==> config.mk <==
export PLATFORM = sky130hd
export DESIGN_NAME = sample_fetch_arbiter
export DESIGN_NICKNAME = d
export VERILOG_FILES = /design/src/rtl/sample_fetch_arbiter.sv
export SDC_FILE = /design/constraint.sdc
export NUM_CORES = 1
export LEC_CHECK = 0
export ABC_AREA = 1
export CAP_MARGIN = 20
export CORE_MARGIN = 10
export CORE_UTILIZATION = 30
export DETAILED_ROUTE_END_ITERATION = 6
export DONT_BUFFER_PORTS = 1
export PLACE_DENSITY_LB_ADDON = 0.12
export SKIP_LAST_GASP = 1
export SLEW_MARGIN = 20
export SYNTH_ARGS = -nofsm -noshare
export SYNTH_HDL_FRONTEND = slang
export SYNTH_SLANG_ARGS = --single-unit
==> constraint.sdc <==
create_clock -name clk_sample -period 2.1 [get_ports clk_sample]
set_clock_uncertainty 0.15 [all_clocks]
set_input_delay 0.21 -clock clk_sample [delete_from_list [all_inputs] [get_ports clk_sample]]
set_output_delay 0.21 -clock clk_sample [all_outputs]
set_load 0.02 [all_outputs]
==> src/rtl/sample_fetch_arbiter.sv <==
// Round-robin share of the multi-thread random-word buffer among NUM_REQ sampling consumers.
// Latency: req->gnt 1 cycle, gnt->valid 1 cycle when a thread is ready; 3 cycles minimum per word.
// Backpressure: word held until ack on the granted bit; FETCH waits for a ready thread (SAMPLE_FETCH_ARB_TIMEOUT_EN bounds the wait).
module sample_fetch_arbiter #(
    parameter int NUM_REQ     = 4,
    parameter int NUM_THREADS = 4,
    parameter int TIMEOUT     = 255,
    localparam int RW = $clog2(NUM_REQ),
    localparam int TW = (NUM_THREADS > 1) ? $clog2(NUM_THREADS) : 1
) (
    input  logic                      clk_sample,
    input  logic                      rstn,
    input  logic [NUM_REQ-1:0]        req,
    input  logic [NUM_REQ-1:0]        ack,
    input  logic [NUM_THREADS-1:0]    buf_ready,
    input  logic [32*NUM_THREADS-1:0] buf_data,
    output logic [NUM_THREADS-1:0]    buf_rd,
    output logic [NUM_REQ-1:0]        gnt,
    output logic                      valid,
    output logic [31:0]               data_out,
    output logic [TW-1:0]             thread_id,
    output logic                      starve
);

    typedef enum logic [1:0] {IDLE, FETCH, DELIVER} state_t;

    state_t                 state, state_nxt;
    logic [RW-1:0]          rr_req, rr_req_nxt;
    logic [TW-1:0]          rr_thr, rr_thr_nxt;
    logic [RW-1:0]          gidx, gidx_nxt;
    logic [NUM_REQ-1:0]     gnt_nxt;
    logic                   valid_nxt;
    logic [31:0]            data_nxt;
    logic [TW-1:0]          tid_nxt;
    logic [NUM_THREADS-1:0] buf_rd_nxt;
    logic                   starve_nxt;

    logic                   req_hit, thr_hit;
    logic [RW-1:0]          req_pick;
    logic [TW-1:0]          thr_pick;

    // Scan downward so the lowest offset from the pointer is the final winner.
    function automatic logic [RW:0] pick_req(input logic [NUM_REQ-1:0] v, input logic [RW-1:0] start);
        logic [RW:0] res;
        int j;
        res = '0;
        for (int i = NUM_REQ - 1; i >= 0; i--) begin
            j = (int'(start) + i) % NUM_REQ;
            if (v[j]) res = {1'b1, RW'(j)};
        end
        return res;
    endfunction

    function automatic logic [TW:0] pick_thr(input logic [NUM_THREADS-1:0] v, input logic [TW-1:0] start);
        logic [TW:0] res;
        int j;
        res = '0;
        for (int i = NUM_THREADS - 1; i >= 0; i--) begin
            j = (int'(start) + i) % NUM_THREADS;
            if (v[j]) res = {1'b1, TW'(j)};
        end
        return res;
    endfunction

    // A thread being read this cycle still shows a stale ready, so it is masked.
    always_comb begin
        {req_hit, req_pick} = pick_req(req, rr_req);
        {thr_hit, thr_pick} = pick_thr(buf_ready & ~buf_rd, rr_thr);
    end

`ifdef SAMPLE_FETCH_ARB_TIMEOUT_EN
    localparam int CW = (TIMEOUT > 255) ? $clog2(TIMEOUT + 1) : 8;
    logic [CW-1:0] cnt, cnt_nxt;
`endif

    always_comb begin
        state_nxt  = state;
        rr_req_nxt = rr_req;
        rr_thr_nxt = rr_thr;
        gidx_nxt   = gidx;
        gnt_nxt    = gnt;
        valid_nxt  = valid;
        data_nxt   = data_out;
        tid_nxt    = thread_id;
        buf_rd_nxt = '0;
        starve_nxt = 1'b0;
`ifdef SAMPLE_FETCH_ARB_TIMEOUT_EN
        cnt_nxt    = cnt;
`endif
        case (state)
            IDLE: begin
                if (req_hit) begin
                    gnt_nxt           = '0;
                    gnt_nxt[req_pick] = 1'b1;
                    gidx_nxt          = req_pick;
                    state_nxt         = FETCH;
`ifdef SAMPLE_FETCH_ARB_TIMEOUT_EN
                    cnt_nxt           = '0;
`endif
                end
            end
            FETCH: begin
                if (thr_hit) begin
                    data_nxt             = buf_data[32*thr_pick +: 32];
                    tid_nxt              = thr_pick;
                    buf_rd_nxt[thr_pick] = 1'b1;
                    rr_thr_nxt           = (thr_pick == TW'(NUM_THREADS - 1)) ? '0 : thr_pick + 1'b1;
                    valid_nxt            = 1'b1;
                    state_nxt            = DELIVER;
                end
`ifdef SAMPLE_FETCH_ARB_TIMEOUT_EN
                else if (32'(cnt) + 1 >= TIMEOUT) begin
                    starve_nxt = 1'b1;
                    gnt_nxt    = '0;
                    rr_req_nxt = (gidx == RW'(NUM_REQ - 1)) ? '0 : gidx + 1'b1;
                    state_nxt  = IDLE;
                end else begin
                    cnt_nxt = cnt + 1'b1;
                end
`endif
            end
            DELIVER: begin
                if (ack[gidx]) begin
                    valid_nxt  = 1'b0;
                    gnt_nxt    = '0;
                    rr_req_nxt = (gidx == RW'(NUM_REQ - 1)) ? '0 : gidx + 1'b1;
                    state_nxt  = IDLE;
                end
            end
            default: state_nxt = IDLE;
        endcase
    end

    always_ff @(posedge clk_sample or negedge rstn) begin
        if (!rstn) begin
            state     <= IDLE;
            rr_req    <= '0;
            rr_thr    <= '0;
            gidx      <= '0;
            gnt       <= '0;
            valid     <= 1'b0;
            data_out  <= '0;
            thread_id <= '0;
            buf_rd    <= '0;
        end else begin
            state     <= state_nxt;
            rr_req    <= rr_req_nxt;
            rr_thr    <= rr_thr_nxt;
            gidx      <= gidx_nxt;
            gnt       <= gnt_nxt;
            valid     <= valid_nxt;
            data_out  <= data_nxt;
            thread_id <= tid_nxt;
            buf_rd    <= buf_rd_nxt;
        end
    end

`ifdef SAMPLE_FETCH_ARB_TIMEOUT_EN
    always_ff @(posedge clk_sample or negedge rstn) begin
        if (!rstn) begin
            cnt    <= '0;
            starve <= 1'b0;
        end else begin
            cnt    <= cnt_nxt;
            starve <= starve_nxt;
        end
    end
`else
    logic unused_timeout;
    assign unused_timeout = (TIMEOUT != 0) | starve_nxt;
    assign starve = 1'b0;
`endif

endmodule

==> results by group <==
Outcome
  • Status: finished, final reports clean

Pwr
  • Power per Cell Area: 2340 mW/mm^2
  • Peak supply drop: 0.000773 V
  • Total power draw: 11.5 mW
  • Leak: 2.93 nW

CTS
  • Root Driver: clkbuf_16
  • Clock Path Buffers: 2
  • CTS tree: built
  • Skew-Pair Late Insertion Delay: 0.29 ns
  • Clock transition at the registers of the reported paths: 0.07 ns
  • Clock sink total: 51
  • Num CTS Buffers: 5
  • H-tree depth: 2

Detailed routing
  • Total Wirelength: 15000 um
  • DRC: 0
  • Initial DRC Count: 195
  • Vias per cell: 4.84
  • Pre-antenna DRT Iters: 4
  • Antenna Nets Post-Route: 0
  • Drt wl/cell: 17.3 um
  • Vias: 4188

Finish
  • # nets final: 832
  • Most frequent cells in the layout: 219 x nand2_1, 148 x inv_1, 142 x nand3_1
  • Post-route design area: 0.00492 mm^2
  • Commonest non-fill, non-tap cell in the layout: nand2_1
  • Share of cells above drive strength 1: 13.6%
  • N_diodes: 0
  • Reg area: 0.00128 mm^2
  • Area grow syn2layout: 21.3%
  • Multi-input combinational cell area: 0.00212 mm^2
  • Fillers: 1509

Critical path
  • Critical path peak fanout: 37
  • WP data arrival: 2.12 ns
  • Required @ worst endpoint: 2.14 ns
  • Setup Crit Path Kind: flip-flop to flip-flop
  • Worst setup EP type: flip-flop
  • Startpoint Class: flip-flop

Floorplanning
  • Cell row count: 42
  • Die X: 136 um
  • Core area: 0.0132 mm^2
  • Die Ht: 136 um
  • I/O Pins: 186
  • Starting density of the core: 30.6%
  • Die area: 0.0186 mm^2

Global route
  • First-pass GRT wire length: 21300 um
  • Global route overflow: 0
  • Largest net degree at the start of global routing: 52
  • Gr usage total: 14.3%
  • Vias in the first global route: 4113
  • Initial antenna violation count: 0

Synthesis
  • Synth cell types: 27
  • Main area contributors after synthesis: dfrtp_1 32%, nand2_1 22%, nand3_1 19%
  • Synth Instances: 682
  • Seq/Total Area, Yosys: 31.5%
  • Yosys top cell by area: dfrtp_1
  • Area of the mapped netlist: 0.00405 mm^2
  • Mean area per synthesized cell: 5.94 um^2
  • Post-synthesis register bit count: 51
  • Post-synth top area share: 31.5%
  • Syn_nets: 826
  • Synth warn: 0

STA
  • Fin. max-slew vios: 0
  • Final hold vios: 0
  • Setup violators final: 0
  • Total negative slack: 0 ns
  • Final Critical Period: 2.08 ns
  • F_max: 480 MHz
  • Period utilization: 99.3%
  • Final WS setup: 0.0154 ns
  • Unrepaired setup endpoints after global routing: yes

Placed design
  • Setup slack after placement: -0.0391 ns
  • GPL Wtd Cong: 0.835
  • DP HPWL: 10600 um
  • Port Buf Inserts: 0
  • Cell Area, Placed: 0.00433 mm^2

Job
  • Max Cap Violations: 0

Hold path
  • Tightest Hold Check Type: input port to flip-flop
-- worst paths after layout --
check | slack [ns] | depth (start not counted) | end | from
setup / recovery | 0.02 | 12 | data_out[0] | rr_thr[0]
hold / removal | 0.07 | 6 | data_out[18] | buf_data[114]
setup reg to reg | 0.02 | 12 | data_out[0] | rr_thr[0]
hold reg to reg | 0.39 | 1 | state[0] | state[1]
max in group asynchronous | 1.20 | 2 | rr_req[0] | rstn
min in group asynchronous | 0.34 | 2 | rr_thr[1] | rstn
-- metal layers --
metal	global-route usage (%)	share of wire [%]	up-vias
met1	16.8	43	1936
met3	6.72	9.7	19
met5	0	0	-
li1	-	-	2069
met2	23.2	46	164
met4	3.49	1.4	0
-- per-stage QoR --
step / instances / util [%] / hold WS [ns]
floorplan: 682 / - / -0.236
global placement: 843 / 32.7 / -0.233
detailed placement: 843 / 32.7 / -0.233
CTS: 853 / 34.4 / 0.0651
global route: 865 / 37.1 / 0.0995
finish: 865 / 37.1 / 0.0698
-- state kept, by name (all words and copies together), names as in the netlist --
signal and count:
data_out 32, buf_rd 4, gnt 4, gidx 2
rr_req 2, rr_thr 2, state 2, thread_id 2
valid 1
-- cell type report --
class,count,share of cell area [%]
clock inverters,2,0.713
multi-input cells,442,43.2
repair buffers,35,11.0
clock buffers,6,2.83
flip-flops and latches,51,26.0
inverters,153,11.8
well taps,176,4.48
-- critical path: stages, from the launching register on --
cell	delay, ns
dfrtp_2	0.46
clkinv_4	0.12
nand3_1	0.12
nand3_1	0.11
nand2_2	0.12
nand2_4	0.08
nand3_4	0.17
buf_12	0.22
nand3_1	0.14
nand3_1	0.11
nand2_1	0.06
nand2_1	0.05
nand2_1	0.04
-- logic make-up after synthesis --
| kind of cell | Yosys count | synth area share [%] |
|---|---|---|
| AND/OR/NAND/NOR | 415 | 44.3 |
| AO/OA/AOI/OAI | 23 | 3.30 |
| other | 1 | 0.0926 |
| buffers and inverters | 190 | 20.2 |
| adder cells (fa/ha/maj) | 2 | 0.618 |
| flip-flops | 51 | 31.5 |
-- synthesized netlist by cell type --
master and count:
nand2_1 237, nand3_1 150, inv_1 148, dfrtp_1 51, buf_4 16, buf_2 14, o21ai_0 14, nor2_1 12
nand2_2 8, inv_2 4, buf_6 3, clkbuf_1 3, nand3_2 3, a21oi_1 2, ha_1 2, nor3_1 2
o31ai_1 2, or2_2 2, a21boi_2 1, buf_1 1, conb_1 1, inv_6 1, nand4_1 1, o21a_1 1
o21ai_1 1, o21ai_2 1, o22ai_1 1
-- what timing repair did --
item / in CTS / in global routing
hold buffers: 2 / 0
endpoints found under the setup margin: 25 / 43
buffers inserted: 0 / 3
endpoints found under the hold margin: 51 / 0
gates resized for setup: 2 / 42
cloned: 0 / 9
pin swaps: 0 / 9
-- report_power, final --
group	total [mW]	internal [mW]	switching (mW)
combinational	8.21	3.41	4.80
sequential	2.36	1.48	0.884
clock	0.953	0.593	0.360
No activity file was read; power rests on OpenSTA's default activity.
